`config.mk`:
```
export PLATFORM = sky130hd
export DESIGN_NAME = prog_sequencer
export DESIGN_NICKNAME = d
export VERILOG_FILES = /design/src/rtl/prog_sequencer.sv
export SDC_FILE = /design/constraint.sdc
export NUM_CORES = 1
export LEC_CHECK = 0
export BUFFER_PORTS_ARGS = -buffer_cell sky130_fd_sc_hd__buf_2
export CORE_UTILIZATION = 41
export DETAILED_ROUTE_END_ITERATION = 7
export SYNTH_ARGS = -nofsm -noshare
export SYNTH_HDL_FRONTEND = slang
export SYNTH_SLANG_ARGS = --single-unit
```
`constraint.sdc`:
```
create_clock -name Clk -period 6.2 [get_ports Clk]
set_clock_uncertainty 0.05 [all_clocks]
set_input_delay 0.93 -clock Clk [delete_from_list [all_inputs] [get_ports Clk]]
set_output_delay 0.93 -clock Clk [all_outputs]
set_load 0.02 [all_outputs]
```
`src/rtl/prog_sequencer.sv`:
```
`default_nettype none
// ============================================================================
// Module      : prog_sequencer
// Description : Program-flow controller for the 9-bit core. Owns the PC, the
//               start/done handshake and a 32-entry branch-target LUT.
// Revision    : 1.0 - initial release
// ============================================================================
module prog_sequencer #(
    parameter int PC_W   = 10,
    parameter int LUT_AW = 5,
    parameter int CYC_W  = 16
) (
    input  logic              Clk,
    input  logic              Reset,
    input  logic              Start,
    input  logic              Stall,
    input  logic              Ack,
    input  logic              GotoEn,
    input  logic              Jump2En,
    input  logic              BranchEn,
    input  logic              Zero,
    input  logic [LUT_AW-1:0] TargetIdx,
    input  logic [5:0]        RelOffset,
    input  logic              LutWrEn,
    input  logic [LUT_AW-1:0] LutWrAddr,
    input  logic [PC_W-1:0]   LutWrData,
    output logic [PC_W-1:0]   ProgCtr,
    output logic              Running,
    output logic              Done,
    output logic              Fault,
    output logic [CYC_W-1:0]  CycleCount
);

    localparam logic [1:0] S_IDLE = 2'd0;
    localparam logic [1:0] S_RUN  = 2'd1;
    localparam logic [1:0] S_DONE = 2'd2;

    logic [1:0]       r_state;
    logic [1:0]       w_state_nxt;
    logic [PC_W-1:0]  r_pc;
    logic [PC_W-1:0]  w_pc_nxt;
    logic [CYC_W-1:0] r_cyc;
    logic [CYC_W-1:0] w_cyc_nxt;
    logic             r_fault;
    logic             w_fault_nxt;
    logic             r_start_q;
    logic             w_launch;
    logic             w_lut_we;
    logic [PC_W-1:0]  w_seq_pc;
    logic [PC_W-1:0]  w_rel_pc;
    logic [PC_W-1:0]  w_lut_rd;
    logic [PC_W-1:0]  r_lut [2**LUT_AW];

    assign w_launch = r_start_q & ~Start;
    assign w_seq_pc = r_pc + 1'b1;
    assign w_rel_pc = r_pc + {{(PC_W-6){RelOffset[5]}}, RelOffset};
    assign w_lut_rd = r_lut[TargetIdx];

    always_comb begin
        w_state_nxt = r_state;
        w_pc_nxt    = r_pc;
        w_cyc_nxt   = r_cyc;
        w_fault_nxt = r_fault;
        w_lut_we    = 1'b0;
        case (r_state)
            S_IDLE: begin
                w_pc_nxt = '0;
                w_lut_we = LutWrEn & ~Reset;
                if (w_launch) begin
                    w_state_nxt = S_RUN;
                    w_cyc_nxt   = '0;
                    w_fault_nxt = 1'b0;
                end
            end
            S_RUN: begin
                if (Start) begin
                    w_state_nxt = S_IDLE;
                    w_pc_nxt    = '0;
                end else if (!Stall) begin
                    if (r_cyc != '1) begin
                        w_cyc_nxt = r_cyc + 1'b1;
                    end
                    if (Ack) begin
                        w_state_nxt = S_DONE;
                    end else if (GotoEn || (Jump2En && Zero)) begin
                        w_pc_nxt = w_lut_rd;
                    end else if (BranchEn && Zero) begin
                        w_pc_nxt = w_rel_pc;
                    end else if (r_pc == '1) begin
                        // Sequential step past the last ROM word: stop and flag it.
                        w_state_nxt = S_DONE;
                        w_fault_nxt = 1'b1;
                    end else begin
                        w_pc_nxt = w_seq_pc;
                    end
                end
            end
            S_DONE: begin
                if (Start) begin
                    w_state_nxt = S_IDLE;
                    w_pc_nxt    = '0;
                end
            end
            default: begin
                w_state_nxt = S_IDLE;
                w_pc_nxt    = '0;
            end
        endcase
    end

    always_ff @(posedge Clk) begin
        if (Reset) begin
            r_state   <= S_IDLE;
            r_pc      <= '0;
            r_cyc     <= '0;
            r_fault   <= 1'b0;
            r_start_q <= 1'b0;
        end else begin
            r_state   <= w_state_nxt;
            r_pc      <= w_pc_nxt;
            r_cyc     <= w_cyc_nxt;
            r_fault   <= w_fault_nxt;
            r_start_q <= Start;
        end
    end

    // Target table keeps its contents across reset.
    always_ff @(posedge Clk) begin
        if (w_lut_we) begin
            r_lut[LutWrAddr] <= LutWrData;
        end
    end

    assign ProgCtr    = r_pc;
    assign Running    = (r_state == S_RUN);
    assign Done       = (r_state == S_DONE);
    assign Fault      = r_fault;
    assign CycleCount = r_cyc;

endmodule
`default_nettype wire

```
### Word level (Yosys, flattened, before mapping)

Memory sizes are Yosys's and may differ from the RTL's.
Cells that the tools add are included.

| cells by class | value |
|---|---|
| $add $sub $neg | 3 |
| eq/ne operators | 19 |
| multiplexer cells | 33 |
| bitwise operators | 4 |
| reduce and logical (&&, ||, !) cells | 9 |

Operators by type and width:

| kind | count |
|---|---|
| $mux W10 | 7 |
| $mux W16 | 4 |
| $pmux W16 S2 | 1 |
| $pmux W10 S2 | 1 |
| $add A16 B1 Y16 const B | 1 |
| $mux W2 | 8 |
| $ne A16 B16 Y1 const B | 1 |
| $ne A2 B2 Y1 const B | 7 |
| $add A10 B1 Y10 const B | 1 |
| $add A10 B10 Y10 | 1 |
| $eq A10 B10 Y1 const B | 1 |
| $mux W1 | 10 |
| $ne A4 B4 Y1 const B | 2 |
| $reduce_and A8 Y1 | 1 |
| $ne A3 B3 Y1 const B | 2 |
| $pmux W2 S3 | 1 |
| $reduce_and A6 Y1 | 1 |
| $ne A5 B5 Y1 const B | 1 |
| $reduce_and A5 Y1 | 1 |
| $ne A2 B1 Y1 const B | 2 |
| $ne A4 B3 Y1 const B | 1 |
| $reduce_and A4 Y1 | 1 |
| $and A1 B1 Y1 | 2 |
| $eq A2 B1 Y1 const B | 1 |
| other kinds (7) | 9 |

| word-level totals | value |
|---|---|
| register bits | 30 |
| memory bits (writable) | 320 |
| input port bits | 36 |
| output and inout port bits | 29 |
| memories kept | 1 |

Memory list:

| name | words | bits a word | read ports | clocked after Yosys merged registers in | write ports | RTL line | source |
|---|---|---|---|---|---|---|---|
| r_lut | 32 | 10 | 1 | 0 | 1 | 52 | `logic [PC_W-1:0] r_lut [2**LUT_AW];` |

### Depth between registers and ports, before layout

| logic depth | value |
|---|---|
| depth in word-level cells | 8 |
| mapped depth | 10 |

### Worst setup path after synthesis

OpenSTA, ideal clock, no wires.

| timing | value |
|---|---|
| path kind | input-to-reg |
| start | in Zero |
| end | reg r_pc[8] (netlist: ProgCtr[8]) |
| library setup time | 117 ps |
| arrival | 2,867 ps |
| data required time | 6,033 ps |
| path slack | 3,167 ps |
| stages on the path | 10 |
| cell sequence | clkbuf_2 > nand3b_1 > ha_1 > fa_1 > a211oi_1 > o21ai_0 > o21a_1 > o22ai_1 > a311oi_1 > a22o_1 |

| between the ends | value |
|---|---|
| longest elaborated chain between the ends | 7 |
| elaborated cells on any way between the ends | 11 |

RTL lines:

| element | RTL line | source |
|---|---|---|
| from (decl) | 21 | `input logic Zero,` |
| $logic_and A1 B1 Y1, on equally long branches | 87, 85 |  |
| $mux W10 or $logic_or A1 B1 Y1 (tied branches) | 87, 85 |  |
| $mux W10 | 85 | `end else if (GotoEn \|\| (Jump2En && Zero)) begin` |
| $mux W10 | 83 | `if (Ack) begin` |
| $mux W10 | 79 | `end else if (!Stall) begin` |
| $mux W10 | 76 | `if (Start) begin` |
| $pmux W10 S2 | 65 | `case (r_state)` |
| to (signal assigned) | 120 | `r_pc <= w_pc_nxt;` |
| to (decl) | 40 | `logic [PC_W-1:0] r_pc;` |

Several ways; a longest one is shown, not always the timed one. The select of a mux whose other input is x is not followed.
A chain may end at the register's enable or synchronous reset.

### Worst setup path in the final report

| timing | value |
|---|---|
| start | in TargetIdx[0] |
| end | reg r_pc[6] (netlist: ProgCtr[6]) |

| between the ends | value |
|---|---|
| longest elaborated chain between the ends | 6 |

RTL lines:

| element | RTL line | source |
|---|---|---|
| from (decl) | 22 | `input logic [LUT_AW-1:0] TargetIdx,` |
| $mem_v2 Z32 W10 | n/a |  |
| $mux W10 | 85 |  |
| $mux W10 | 83 |  |
| $mux W10 | 79 |  |
| $mux W10 | 76 |  |
| $pmux W10 S2 | 65 |  |

No other way between the ends. The select of a mux whose other input is x is not followed.

==> results list <==
* Initial Utilization: 41.6%
- After detailed routing, the number of vias per cell comes to 5.65.
* Area grow syn2layout: 13.3%
* DRC violations left: 0
- After synthesis, flip-flops and latches occupy 71.2% of the total area.
- Row Count: 68
- The min-delay analysis places its worst path in the category flop to flop.
* Transition time at the pin with the least slew margin: 1290 ps
- Combined flip-flop and latch cell area: 0.0102 mm2
- Delay of the slowest critical-path stage: 590 ps
- Dominant combinational cell family by area after synthesis: multiplexers
- Maximum fanout encountered on the critical timing path: 38
- Share of the synthesized area in compound gates (AO/OA/AOI/OAI): 4.43%
- Entering global routing, the biggest net connects 39 pins.
* Iteration-0 DRC Markers: 476
- CP max stage cell: mux4_1
- Later-pin clock latency in the skew report: 520 ps
- The tree built by TritonCTS fans out to 350 sinks.
- Worst rel slew slack: 13.8%
- The number of nets in the synthesized netlist is 844.
- Pin placement for this block handled 65 I/O pins.
- Share of the clock period used by the worst path: 50.0%
- TritonCTS clock tree: done
- Max-slew violation total from the final report: 0
- Average routed wire per standard cell: 24.4 um
- Maximum achievable frequency: 0.323 GHz
- Main flop type after synthesis: edfxtp_1
- Fraction of synthesized area in multiplexers: 14.9%
* Status: completed
- Summing all placed instances gives a cell area of 0.0151 mm2.
- STA classifies the critical path endpoint as a flop.
- Detailed placement ended at an HPWL of 21300 um.
* Leakage dissipation: 5.44 nW
* Endpoint required time on the critical path: 6540 ps
- The number of hold buffers added after CTS was 0.
- Flop pwr share: 53.3%
* Pwr per Cell Area: 298 mW/mm2
* Total of cells resized after clock tree synthesis: 0
- A synthesized cell averages 17.9 um2.
- Summed over all failing endpoints, the final setup total negative slack is 0 ps.
- Net Sw Power: 1.03 mW
- The critical path goes through buf_4 > buf_4 > mux4_1 > mux4_2 > nand2b_1 > nand3_1 > a31oi_1 > o21ai_1.
- CP most frequent cell: buf_4
* Arrival time reported for the critical path endpoint: 3440 ps
* Number of unique standard cell types used by synthesis: 60
- Yosys printed 0 warnings.
- Ant diodes: 0
- Count of flip-flops with a built-in enable after synthesis: 320
* Overall die area: 0.0357 mm2
- Unrepaired setup endpoints after global routing: no
- Setup violations remaining at the end of the flow were counted as 0.
- During placement, the flow inserted port buffers numbering 64.
* Overflow left after global routing: 0
* Routed Antenna Nets: 0
- Total Routed Length: 33500 um
- After Yosys synthesis, and, or, nand and nor cells account for 5.59% of the synthesized area.
- H-tree levels: 2
* Adder-Cell Fraction of Synth Area: 0.838%
- Summing all multi-input logic gate instances after layout gives 0.00387 mm2.
* Height of the chip: 189 um
- Share of flip-flops with an asynchronous set or reset after synthesis: 0%
* Post-CTS repair timing setup buffer count: 0
* Weighted congestion reported at the end of routability-driven placement: 0.820
* Clock network fraction of total power: 41.8%
* Via count of the first global-routing pass: 7729
- Max rail drop VDD: 219 uV
* Via count: 7734
- Net switching is 21.2% of the power.
- Global-route wire length before repair: 50000 um
* Number of buffers added by the clock tree synthesis step: 37
* Floorplan die width: 189 um
- The core region is 0.0345 mm2.
* Total power: 4.85 mW
- Synthesized area: 0.0143 mm2
- Reported max-cap violation count: 0
* Buffer cell driving the clock tree root: clkbuf_16
* Cell internal pwr: 3.82 mW
* Final design area excluding fillers: 0.0162 mm2
* Xor and xnor area share after synthesis: 1.22%
- Critical path class: primary input to flop
- The initial antenna violation count is 0.
- The final count of hold timing violations was 0.
* Combinational fraction of design power: 4.8%
- Gate count of the mapped netlist: 799
- Global router's overall resource usage: 19.1%
* Type of element launching the critical path: primary input
- Synthesis inferred 350 register bits.
* Fill cell total of the finished layout: 2921
- Clock-pin slew reported for the worst setup and hold paths after clock tree synthesis: 60 ps
- Cells with a size suffix above 1 make up 22.1% of the layout.
- Counting along the longest clock path gives a buffer depth of 3.
- First-pass iteration count of the detailed router: 6
* Minimum clock period: 3100 ps
- Final layout net count: 931
==> power groups by stage <==
| stage | Combinational (mW) | Clock [mW] | Sequential (mW) |
|---|---|---|---|
| 6_report | 0.234 | 2.03 | 2.59 |
| 5_1_grt | 0.251 | 2.15 | 2.59 |
| 3_5_place_dp | 0.236 | 0 | 2.64 |
| 2_1_floorplan | 0.141 | 0 | 2.64 |
| 4_1_cts | 0.237 | 2.07 | 2.59 |
| 3_3_place_gp | 0.234 | 0 | 2.64 |
==> Yosys cell counts, types with 3 or more instances <==
master       n  share of area [%]
o22ai_1      3               0.13
mux2i_1     40                2.8
o2111ai_1    3               0.18
nand3_1     17               0.59
nor2_1      71                1.9
mux4_1      14                2.6
buf_2        9               0.31
xor2_1       9               0.55
nand2_1     32               0.84
clkbuf_1     9               0.24
nor2b_1      7               0.31
nand4_1      7               0.31
o211ai_1     3               0.16
o21ai_0     11               0.38
mux4_2      60                9.4
a21o_1       4               0.21
o21ai_1      3               0.10
a21oi_1     19               0.66
xnor2_1     11               0.67
nand3b_1     6               0.31
a211oi_1     3               0.16
a2111oi_0    4               0.24
o221ai_1     3               0.18
ha_1         8               0.70
buf_1        4               0.10
dfxtp_1     30                4.2
buf_4        4               0.21
edfxtp_1   320                 67
or3_1        3               0.13
a221o_1      3               0.21
a32oi_1      4               0.24
inv_1       10               0.26
a31oi_1      7               0.31
and3_1       7               0.31
buf_6        4               0.31
and2_1       4               0.17
nor3_1       5               0.17
a22oi_1      8               0.42
==> metrics by stage <==
step	std cells	utilization (%)	setup slack (ps)	hold WS [ps]
global route	1369	47.2	2910	473
CTS	1369	47.2	2990	430
global placement	1302	43.9	2470	404
floorplan	799	-	3170	464
finish	1369	47.2	3100	422
detailed placement	1302	43.9	2480	415
==> cells by family (layout without fill, tap and decap cells) <==
| kind of cell | count (synthesis) | in the layout |
|---|---|---|
| AOI/OAI and AO/OA | 91 | 91 |
| xor gates and xnor gates | 20 | 20 |
| adders and majority gates | 9 | 9 |
| buffers and inverters | 43 | 158 |
| DFF | 350 | 350 |
| muxes | 116 | 116 |
| and+or+nand+nor | 170 | 170 |
==> final cells by class <==
class | instances | share of cell area [%]
timing repair buffer | 81 | 2.79
inverter | 10 | 0.231
multi-input combinational | 406 | 23.8
tap | 455 | 3.50
sequential | 350 | 62.8
clock buffer | 44 | 5.92
clock inverter | 23 | 0.878
==> layer usage <==
layer / wire length, um / part of all wire, % / GRT usage (%)
met3: 1970 / 5.9 / 3.21
met2: 15900 / 47 / 30.5
met1: 15100 / 45 / 27.2
met5: 0 / 0 / 0
met4: 540 / 1.6 / 4.65
==> state kept, by name, indices dropped and copies added (netlist names) <==
register    cells
ProgCtr        10
CycleCount     16
r_state         2
Fault           1
r_start_q       1
r_lut         320
==> layout by cell type, fill, tap and decap left out, types with 4 or more instances in the layout <==
cell,netlist,routed
a32oi_1,4,4
and2_1,4,4
mux4_1,14,14
inv_1,10,10
edfxtp_1,320,320
xor2_1,9,9
nor2_1,71,71
mux4_2,60,60
a21o_1,4,4
nand3_1,17,17
nand4_1,7,7
o21ai_0,11,11
dfxtp_1,30,30
clkinv_1,0,9
and3_1,7,7
nand3b_1,6,6
nor3_1,5,5
xnor2_1,11,11
a31oi_1,7,7
mux2i_1,40,40
a22oi_1,8,8
buf_2,9,62
ha_1,8,8
nand2_1,32,32
a21oi_1,19,19
a2111oi_0,4,4
clkbuf_1,9,6
buf_4,4,19
nor2b_1,7,7
clkinv_2,0,9
clkbuf_16,0,37
==> worst paths after layout <==
path / from / to / slack (ps) / cells past startpoint
max: TargetIdx[0] / ProgCtr[6] / 3100 / 8
max reg2reg: r_state[0] / r_lut[12][7] / 3260 / 4
min: Fault / Fault / 420 / 2
min reg2reg: Fault / Fault / 420 / 2
==> critical path, delay by kind of cell <==
kind	cells	cell delay (ps)
simple gates	2	200
buf+inv	2	950
mux	2	1090
compound gates	2	260
Note: power is estimated with default switching activity, not from simulation.
